`src/rtl/riscv_pkg.sv`:
```
// riscv_pkg: constants and types shared by the fetch stage
package riscv_pkg;
    localparam int FETCH_XLEN = 64;
    localparam logic [31:0] NOP_INSTR = 32'h00000013;
    localparam logic [3:0] CAUSE_INSTR_MISALIGNED = 4'd0;
    localparam logic [3:0] CAUSE_INSTR_ACCESS_FAULT = 4'd1;
    typedef struct packed {
        logic [31:0] instr;
        logic [FETCH_XLEN-1:0] pc;
        logic err;
    } fetch_entry_t;
endpackage

```
`src/rtl/fetch_fifo.sv`:
```
// fetch_fifo: small power-of-two FIFO with synchronous clear and occupancy count
module fetch_fifo #(
    parameter int DEPTH = 2,
    parameter int WIDTH = 8
) (
    input  logic clk,
    input  logic clear,
    input  logic push,
    input  logic pop,
    input  logic [WIDTH-1:0] din,
    output logic [WIDTH-1:0] dout,
    output logic [$clog2(DEPTH):0] count
);
    localparam int AW = $clog2(DEPTH);
    localparam int CW = AW + 1;
    logic [WIDTH-1:0] mem [DEPTH];
    logic [AW-1:0] wr_ptr, rd_ptr;
    assign dout = mem[rd_ptr];
    // pointers and occupancy; clear wins over push/pop
    always_ff @(posedge clk) begin
        if (clear) begin
            wr_ptr <= '0;
            rd_ptr <= '0;
            count <= '0;
        end else begin
            wr_ptr <= push ? wr_ptr + AW'(1) : wr_ptr;
            rd_ptr <= pop ? rd_ptr + AW'(1) : rd_ptr;
            count <= count + CW'(push) - CW'(pop);
        end
    end
    // storage write, no reset needed since count gates visibility
    always_ff @(posedge clk) begin
        if (push && !clear) mem[wr_ptr] <= din;
    end
endmodule

```
`src/rtl/ifetch.sv`:
```
// ifetch: instruction fetch stage feeding idecode from a valid/ready instruction memory
module ifetch
    import riscv_pkg::*;
#(
    parameter int XLEN = 64,
    parameter logic [XLEN-1:0] RESET_PC = 64'h1000,
    parameter int DEPTH = 2
) (
    input  logic clk,
    input  logic reset,
    input  logic stall,
    input  logic redirect,
    input  logic [XLEN-1:0] redirect_pc,
    output logic imem_req_valid,
    input  logic imem_req_ready,
    output logic [XLEN-1:0] imem_req_addr,
    input  logic imem_resp_valid,
    input  logic [31:0] imem_resp_data,
    input  logic imem_resp_err,
    output logic [31:0] instr,
    output logic [XLEN-1:0] pc,
    output logic instr_valid,
    output logic fetch_fault,
    output logic [3:0] fault_cause
);
    localparam int CW = $clog2(DEPTH) + 1;
    localparam logic [CW:0] DEPTH_V = (CW+1)'(DEPTH);
    logic [XLEN-1:0] fetch_pc, tag_pc;
    logic [CW-1:0] drop_cnt, tag_count, q_count, in_flight;
    logic [CW:0] used;
    logic halted, mis_pend;
    logic hs, resp, accept, load, q_empty, have, q_push, q_pop, clear;
    fetch_entry_t resp_entry, q_head, head;
    // live tags plus stale drops is exactly what memory still owes us
    assign in_flight = tag_count + drop_cnt;
    assign used = {1'b0, in_flight} + {1'b0, q_count};
    assign imem_req_valid = !reset && !halted && used < DEPTH_V;
    assign imem_req_addr = fetch_pc;
    assign hs = imem_req_valid && imem_req_ready;
    assign resp = !reset && imem_resp_valid;
    assign accept = resp && drop_cnt == '0 && !redirect;
    assign load = !stall || !instr_valid;
    assign q_empty = q_count == '0;
    assign resp_entry = '{instr: imem_resp_data, pc: tag_pc, err: imem_resp_err};
    assign head = q_empty ? resp_entry : q_head;
    assign have = !q_empty || accept;
    assign q_push = accept && !(load && q_empty);
    assign q_pop = load && !q_empty;
    assign clear = reset || redirect;
    fetch_fifo #(.DEPTH(DEPTH), .WIDTH(XLEN)) u_tags (
        .clk(clk), .clear(clear), .push(hs && !redirect), .pop(accept),
        .din(fetch_pc), .dout(tag_pc), .count(tag_count)
    );
    fetch_fifo #(.DEPTH(DEPTH), .WIDTH($bits(fetch_entry_t))) u_queue (
        .clk(clk), .clear(clear), .push(q_push), .pop(q_pop),
        .din(resp_entry), .dout(q_head), .count(q_count)
    );
    // fetch PC, stale-response drop counter and halt state
    always_ff @(posedge clk) begin
        if (reset) begin
            fetch_pc <= RESET_PC;
            drop_cnt <= '0;
            halted <= 1'b0;
            mis_pend <= 1'b0;
        end else if (redirect) begin
            fetch_pc <= redirect_pc;
            drop_cnt <= in_flight + CW'(hs) - CW'(resp);
            halted <= redirect_pc[1:0] != 2'b00;
            mis_pend <= redirect_pc[1:0] != 2'b00;
        end else begin
            fetch_pc <= hs ? fetch_pc + XLEN'(4) : fetch_pc;
            drop_cnt <= (resp && drop_cnt != '0) ? drop_cnt - CW'(1) : drop_cnt;
            halted <= halted || (accept && imem_resp_err);
        end
    end
    // decode-facing output register; a pending misaligned target is reported once the queue is empty
    always_ff @(posedge clk) begin
        if (reset) begin
            instr <= NOP_INSTR;
            pc <= RESET_PC;
            instr_valid <= 1'b0;
            fetch_fault <= 1'b0;
            fault_cause <= CAUSE_INSTR_MISALIGNED;
        end else if (redirect) begin
            instr <= NOP_INSTR;
            instr_valid <= 1'b0;
            fetch_fault <= 1'b0;
        end else if (load) begin
            instr <= (have && !head.err) ? head.instr : NOP_INSTR;
            pc <= have ? head.pc : mis_pend ? fetch_pc : pc;
            instr_valid <= have || mis_pend;
            fetch_fault <= have ? head.err : mis_pend;
            fault_cause <= (have && head.err) ? CAUSE_INSTR_ACCESS_FAULT : CAUSE_INSTR_MISALIGNED;
        end
    end
endmodule

```
`config.mk`:
```
export PLATFORM = sky130hd
export DESIGN_NAME = ifetch
export DESIGN_NICKNAME = d
export VERILOG_FILES = /design/src/rtl/riscv_pkg.sv /design/src/rtl/fetch_fifo.sv /design/src/rtl/ifetch.sv
export SDC_FILE = /design/constraint.sdc
export NUM_CORES = 1
export LEC_CHECK = 0
export ABC_AREA = 1
export CAP_MARGIN = 25
export CORE_MARGIN = 4
export CORE_UTILIZATION = 30
export CTS_CLUSTER_SIZE = 16
export DETAILED_ROUTE_END_ITERATION = 12
export HOLD_SLACK_MARGIN = 0.08
export RECOVER_POWER = 25
export SLEW_MARGIN = 20
export SYNTH_ARGS = -nofsm -noshare
export SYNTH_HDL_FRONTEND = slang
export SYNTH_SLANG_ARGS = --single-unit
```
`constraint.sdc`:
```
create_clock -name clk -period 9.8 [get_ports clk]
set_clock_uncertainty 0.15 [all_clocks]
set_input_delay 1.47 -clock clk [delete_from_list [all_inputs] [get_ports clk]]
set_output_delay 1.47 -clock clk [all_outputs]
set_load 0.1 [all_outputs]
```
# [After elaboration in Yosys (flattened, before gate mapping)]
# Memory sizes are Yosys's and may differ from the RTL's. A register that Yosys moved wholly into a read port is not among the register bits.
# Cells that the tools add are included.
[op_classes] n_addsub=14 n_lt_le_gt_ge=1 mux=19 bitwise_logic=1 reduce_logical=40
[ops] op="$mux W64" count=4
[ops] op="$mux W97" count=1
[ops] op="$add A64 B3 Y64 const B" count=1
[ops] op="$mux W32" count=1
[ops] op="$logic_and A1 B1 Y1" count=16
[ops] op="$mux W1" count=11
[ops] op="$reduce_bool A2 Y1" count=5
[ops] op="$logic_not A1 Y1" count=9
[ops] op="$add A2 B1 Y2" count=3
[ops] op="$sub A2 B1 Y2" count=3
[ops] op="$logic_or A1 B1 Y1" count=5
[ops] op="$add A1 B1 Y1 const B" count=4
[ops] op="$logic_not A2 Y1" count=2
[ops] op="$mux W2" count=2
[ops] op="$add A2 B2 Y3" count=1
[ops] op="$lt A3 B2 Y1 const B" count=1
[ops] op="$reduce_and A3 Y1" count=1
[ops] op="$add A2 B2 Y2" count=1
[ops] op="$reduce_and A2 Y1" count=1
[ops] op="$reduce_or A2 Y1" count=1
[ops] op="$sub A2 B1 Y2 const B" count=1
[ops] op="$not A1 Y1" count=1
[totals] ff_bits=178 ramBits=322 in_bits=103 elab_cells=92 mem_count=2
[mem_list] memory="u_queue.mem" words=2 width=97 read_ports=1 rd_clocked_by_memory_dff=1 wr=1 line="fetch_fifo.sv:16" rtl="logic [WIDTH-1:0] mem [DEPTH];"
[mem_list] memory="u_tags.mem" words=2 width=64 read_ports=1 rd_clocked_by_memory_dff=1 wr=1 line="fetch_fifo.sv:16"

# [Longest topological paths before layout]
# Gate-level depths: netlist of the first run.
[logic_depth] ltp_word=9 ltp_mapped=14

# [By module]
# A second synthesis of the first run with hierarchy kept.
[unflattened] cells_unflattened=2355 hier_area_um2=22973.3
[by_module_without_submodules] module="ifetch" n_inst=1 cells_each=1794 area_per_inst_um2=10492.6
[by_module_without_submodules] module="fetch_fifo at u_queue" n_inst=1 cells_each=332 area_per_inst_um2=7338.3
[by_module_without_submodules] module="fetch_fifo at u_tags" n_inst=1 cells_each=229 area_per_inst_um2=5142.4

# [Worst setup path before layout of the first run]
# No wires, ideal clock.
[synth_timing] kind="input port to flip-flop" start="input reset" end="memory u_tags.mem[1][0] in the netlist's numbering (enable)" setup_ns=0.564 arrival_ns=7.405 setup_slack_ns=1.681 cell_stages=3 cell_sequence="nor3_2 nand2_2 nor3_1"
[synth_between] elab_chain_cells=8 elab_cells_between_ends=10
[synth_rtl] item="start: declaration" line="ifetch.sv:10" rtl="input logic reset,"
[synth_rtl] item="$logic_not A1 Y1" line="ifetch.sv:37" rtl="assign imem_req_valid = !reset && !halted && used < DEPTH_V;"
[synth_rtl] item="$logic_and A1 B1 Y1 (2 in a row)" line="ifetch.sv:37"
[synth_rtl] item="$logic_and A1 B1 Y1" line="ifetch.sv:39" rtl="assign hs = imem_req_valid && imem_req_ready;"
[synth_rtl] item="$logic_and A1 B1 Y1" line="ifetch.sv:51" rtl=".clk(clk), .clear(clear), .push(hs && !redirect), .pop(accept),"
[synth_rtl] item="$logic_and A1 B1 Y1 *" line="fetch_fifo.sv:33" rtl="if (push && !clear) mem[wr_ptr] <= din;"
[synth_rtl] item="$mux W1 *" line="fetch_fifo.sv:33"
[synth_rtl] item="$mux W1 (implied by the code) *" line="fetch_fifo.sv:33"
[synth_rtl] item="end: declaration" line="fetch_fifo.sv:16"
# Every way passes the cells marked *; elsewhere a longest branch is shown, timed or not.

# [Final worst setup path of the first run]
[layout_timing] start="input reset" end="output imem_req_valid"
[layout_between] elab_chain_cells=3
[layout_rtl] item="$logic_not A1 Y1" line="ifetch.sv:37"
[layout_rtl] item="$logic_and A1 B1 Y1 (2 in a row)" line="ifetch.sv:37"
[layout_rtl] item="end: declaration" line="ifetch.sv:14" rtl="output logic imem_req_valid,"
# No other way between the ends.

==> results of run 1 <==
==> cell type report <==
class	instances	area, sq um
tap	940	1180
fill	6954	43700
multi-input combinational	1551	7290
clock inverter	19	181
timing repair buffer	299	3100
clock buffer	77	1440
antenna	2	5.00
sequential	499	13200
inverter	120	452
==> registers in the layout, indices dropped and copies added (netlist names), named ones only <==
name,cells
u_queue.mem,194
u_tags.mem,128
imem_req_addr,64
pc,64
instr,32
drop_cnt,2
u_queue.count,2
u_tags.count,2
fault_cause,1
fetch_fault,1
halted,1
instr_valid,1
mis_pend,1
u_queue.rd_ptr,1
u_queue.wr_ptr,1
u_tags.rd_ptr,1
u_tags.wr_ptr,1
==> where the power goes <==
group | switching (W) | internal (W) | total (W)
clock network | 0.000819 | 0.00109 | 0.00191
registers | 0.0000663 | 0.00229 | 0.00236
logic | 0.000479 | 0.000176 | 0.000655
==> synthesized netlist by cell type, types with 2 or more instances <==
| library cell | number |
|---|---|
| a21oi_1 | 186 |
| a221oi_1 | 39 |
| a31oi_1 | 19 |
| buf_1 | 6 |
| buf_2 | 38 |
| buf_4 | 8 |
| buf_6 | 2 |
| clkbuf_1 | 66 |
| dfxtp_1 | 177 |
| edfxtp_1 | 322 |
| ha_1 | 9 |
| inv_1 | 112 |
| inv_2 | 7 |
| mux2i_1 | 29 |
| nand2_1 | 681 |
| nand2_2 | 5 |
| nand3_1 | 70 |
| nand4_1 | 14 |
| nor2_1 | 232 |
| nor2_2 | 7 |
| nor2_4 | 3 |
| o211ai_1 | 9 |
| o21ai_0 | 181 |
| o21ai_1 | 10 |
| o221ai_1 | 10 |
| o31ai_1 | 8 |
| or2_2 | 3 |
| xnor2_1 | 7 |
| xor2_1 | 19 |
==> metal layers <==
metal,share of wire (%),GRT usage [%]
met1,44,24.8
met2,46,29.8
met3,7.8,3.51
met4,2.2,4.26
met5,0.032,0
==> cell families (layout without fill, tap and decap cells) <==
kind of cell	count (synthesis)	after routing	share of synthesized area, %
simple gates	1019	1019	18.7
xor+xnor	26	26	1.06
compound gates	464	464	12.0
buf+inv	240	515	4.63
mux	29	29	1.35
fa+ha+maj	10	10	0.618
other cells	1	5	0.0175
flops	499	499	61.6
==> worst max-delay path, stage by stage <==
cell	delay (ps)
buf_2	80
clkbuf_1	2580
nor3_2	200
clkdlybuf4s50_1	1150
==> through the flow <==
stage / hold WS [ps] / std cells / cell area (sq um) / setup WS (ps) / util, %
2_1_floorplan: 276 / 2290 / 21500 / 1680 / -
3_3_place_gp: 287 / 3397 / 24900 / 4330 / 35.4
3_5_place_dp: 294 / 3405 / 25200 / 4250 / 35.7
4_1_cts: 302 / 3501 / 26800 / 4630 / 38.0
5_1_grt: 313 / 3505 / 26900 / 2430 / 38.1
6_report: 310 / 3507 / 26900 / 2680 / 38.1
==> how the worst min path moves through the flow <==
stage                                      from  slack, ps  cells past startpoint               endpoint
CTS                 u_queue.rd_ptr$_SDFFE_PP0P_        300                      1               register
detailed placement  u_queue.rd_ptr$_SDFFE_PP0P_        290                      1               register
finish                    mis_pend$_SDFFE_PP0P_        310                      2  mis_pend$_SDFFE_PP0P_
global placement    u_queue.rd_ptr$_SDFFE_PP0P_        290                      1               register
global route        u_queue.rd_ptr$_SDFFE_PP0P_        310                      1               register
floorplan           u_queue.rd_ptr$_SDFFE_PP0P_        280                      1               register
==> qor.yml, run 1 <==
fin_setup_tns_ps: 0
dr.pass1.iters: 5
drive_gt1_share_pct: 5.19
period_share_pct: 72.7
clk_latency_ps: 600
synthCells: 2288
portBuffers: 266
crit_type: "in2out"
chipHeight_um: 275
finalSetupViolCount: 0
total_power_w: 0.00492
grt_overflow: 0
avgSynthCellArea_sq_um: 9.38
fin_crit_ps: 7120
cts_max_path_buffers: 3
grt_start_max_net_pins: 110
fmax_mhz: 140
maxSlewHeadroom_pct: -149
reg2regPathDepth: 7
start_util_pct: 30.4
synth_top_area_share_pct: 45.1
postCtsSetupBuffers: 0
layout_common_cells: "681 x nand2_1, 322 x edfxtp_1, 231 x clkdlybuf4s50_1"
grt_first_pass_wirelength_um: 105000
hpwl_um: 47900
tightest_slew_ps: 3740
num_rows: 97
core_region_area_sq_mm: 0.0705
grt.total_usage_pct: 18.1
finalHoldViolations: 0
path_max_fanout: 67
ys_warn_count: 0
yosys_register_bits: 499
critPathLaunchType: "input pin"
grt_pass1_vias: 16400
synthTopCellsByArea: "edfxtp_1 45%, dfxtp_1 17%, nand2_1 12%, a21oi_1 4.3%, o21ai_0 4.2%"
p_leak_nw: 9.26
nets: 2635
drv_slew: 180
h-tree-depth: 2
gp_congestion: 0.947
rsz0062_at_grt: "false"
syn_to_final_growth_pct: 25.2
irDropWorstVdd_v: 0.000112
clock-root-buffer: "clkbuf_16"
synth_edf_count: 322
cp-startpoint: "reset"
wl_um: 72000
ios: 270
cts_tree: "done"
async_reset_ff_share_pct: 0
yosysSeqAreaShare_pct: 61.6
antenna_found_initial: 7
cp-end-kind: "primary output"
drv_cap: 3
drt_iter0_markers: 1627
power_density_mw_per_mm2: 183
cts.sinks: 499
dr_total_vias: 17600
syn_area_sq_mm: 0.0215
r2r_setup_slack_ps: 3170
synth_flop_cell: "edfxtp_1"
drc: 0
status: "finished, violations left"
die_w_um: 275
ant_nets: 0
critPathCapture: "imem_req_valid"
final_common_cell: "nand2_1"
hp-class: "reg2reg"
cp.arrival_ps: 5500
wl_per_cell_um: 20.5
hold_buffers: 0
synth.distinct_cells: 38
failed_checks: "capacitance limit, slew limit"
cts_resized: 0
cts_buffers: 51
die_area_sq_mm: 0.0759
viasPerCell: 5.01
path_clk_slew_ps: 60
yosys.area.top_type: "edfxtp_1"
crit_required_ps: 8180
rr_endpoint: "pc[27]$_SDFFE_PP0P_"
No activity file was read; power rests on OpenSTA's default activity.
==> run 2: changes to the inputs <==
- clock period: 9.8 -> 6.15 ns (I/O delays scaled with it)
==> qor.yml, run 2 (synthesis results as in run 1) <==
final_area_sq_mm: 0.0270  # +0.53%
path_max_fanout: 66  # -1.5%
dr_total_vias: 17600  # +0.14%
cts_resized: 0  # unchanged
wl_per_cell_um: 20.5  # -0.18%
hp-class: "reg2reg"
ant_nets: 0  # unchanged
postCtsSetupBuffers: 0  # unchanged
finalHoldViolations: 0  # unchanged
grt_overflow: 0  # unchanged
portBuffers: 266  # unchanged
largestRegisters: "u_queue.mem x194, u_tags.mem x128"
cts_buffers: 52  # +2.0%
p_leak_nw: 9.35  # +0.94%
status: "finished, violations left"
post-place-ws_ps: 1500  # -2760 ps
fin_setup_tns_ps: 0  # unchanged
dr.pass1.iters: 5  # unchanged
fin_crit_ps: 4760
failed_checks: "capacitance limit, slew limit"
irDropWorstVdd_v: 0.000205  # +83%
drive_gt1_share_pct: 5.48  # +0.30 points
clk_latency_ps: 620  # +20 ps
r2r_setup_slack_ps: 2310  # -860 ps
nets: 2640  # +0.19%
setup_slack_ps: 1390  # -1290 ps
period_share_pct: 77.4
viasPerCell: 5.01  # about the same
die_area_sq_mm: 0.0759  # unchanged
chipHeight_um: 275  # unchanged
num_rows: 97  # unchanged
cts_tree: "done"
rsz0062_at_grt: "false"
largest_register: "u_queue.mem"
cp.arrival_ps: 3690  # -1810 ps
crit_type: "in2out"
syn_to_final_growth_pct: 25.8
multi_input_area_sq_mm: 0.00730  # about the same
maxSlewHeadroom_pct: -110  # +40 points
grt_first_pass_wirelength_um: 106000  # +1.7%
grt.total_usage_pct: 18.4  # +0.26 points
layout_common_cells: "681 x nand2_1, 322 x edfxtp_1, 230 x clkdlybuf4s50_1"
drt_iter0_markers: 1728  # +6.2%
cp-end-kind: "primary output"
grt_pass1_vias: 16900  # +3.0%
regArea_sq_mm: 0.0132  # about the same
final_common_cell: "nand2_1"
path_clk_slew_ps: 60  # about the same
wl_um: 71900  # about the same
drc: 0  # unchanged
critPathLaunchType: "input pin"
power_density_mw_per_mm2: 294  # +60%
largest_reg_flops: 194  # unchanged
hpwl_um: 48300  # +0.84%
nFillCells: 6930  # -0.35%
fmax_mhz: 210
placed_cell_area_sq_mm: 0.0252  # +0.27%
antenna_found_initial: 6  # -1
hold_buffers: 0  # unchanged
grt_start_max_net_pins: 71  # -35%
cts.sinks: 499  # unchanged
cts_max_path_buffers: 3  # unchanged
ios: 270  # unchanged
start_util_pct: 30.4  # unchanged
h-tree-depth: 2  # unchanged
gp_congestion: 0.936  # -1.2%
die_w_um: 275  # unchanged
crit_required_ps: 5080  # -3100 ps
drv_cap: 2  # -1
drv_slew: 138  # -23%
clock-root-buffer: "clkbuf_16"
core_region_area_sq_mm: 0.0705  # unchanged
tightest_slew_ps: 3140  # -596 ps
finalSetupViolCount: 0  # unchanged
run 2: final timing paths:
kind | depth (start not counted) | startpoint | to
setup / recovery | 4 | reset | imem_req_valid
hold / removal | 1 | u_queue.rd_ptr$_SDFFE_PP0P_ | register
setup reg to reg | 8 | u_queue.count[0]$_SDFF_PP0_ | pc[39]$_SDFFE_PP0P_
hold reg to reg | 1 | u_queue.rd_ptr$_SDFFE_PP0P_ | register
run 2: stage by stage:
stage / hold slack [ps] / cells / power (W) / util [%]
finish: 295 / 3513 / 0.00794 / 38.3
global route: 321 / 3511 / 0.00822 / 38.3
CTS: 298 / 3507 / 0.00802 / 38.2
detailed placement: 288 / 3409 / 0.00487 / 35.8
global placement: 278 / 3400 / 0.00483 / 35.4
floorplan: 276 / 2290 / 0.00448 / -
run 2: worst max-delay path, stage by stage:
cell and delay [ps]:
buf_2 110, clkbuf_2 800, nor3_2 550, clkdlybuf4s50_1 1280
run 2: where the power goes:
part           leakage (nW)  internal [W]  total, W  switching, W
Combinational          4.19      0.000280   0.00104      0.000763
Sequential             4.34       0.00365   0.00375      0.000102
Clock                 0.823       0.00181   0.00314       0.00133
Total                  9.35       0.00574   0.00794       0.00219
run 2: area by class of cell:
cell class              count  area share, %
flip-flops and latches    499           48.9
multi-input cells        1551           27.0
repair buffers            303           11.8
clock buffers              84           5.76
well taps                 940           4.36
inverters                 120           1.67
clock inverters            14          0.473
diodes                      2         0.0185
run 2: metal layers:
metal  part of all wire (%)  routed length [um]  GRT usage [%]
met1                     43               30800           24.9
met5                      0                   0              0
met2                     47               34000           30.5
met4                    2.5                1780           4.50
met3                    7.5                5420           3.46
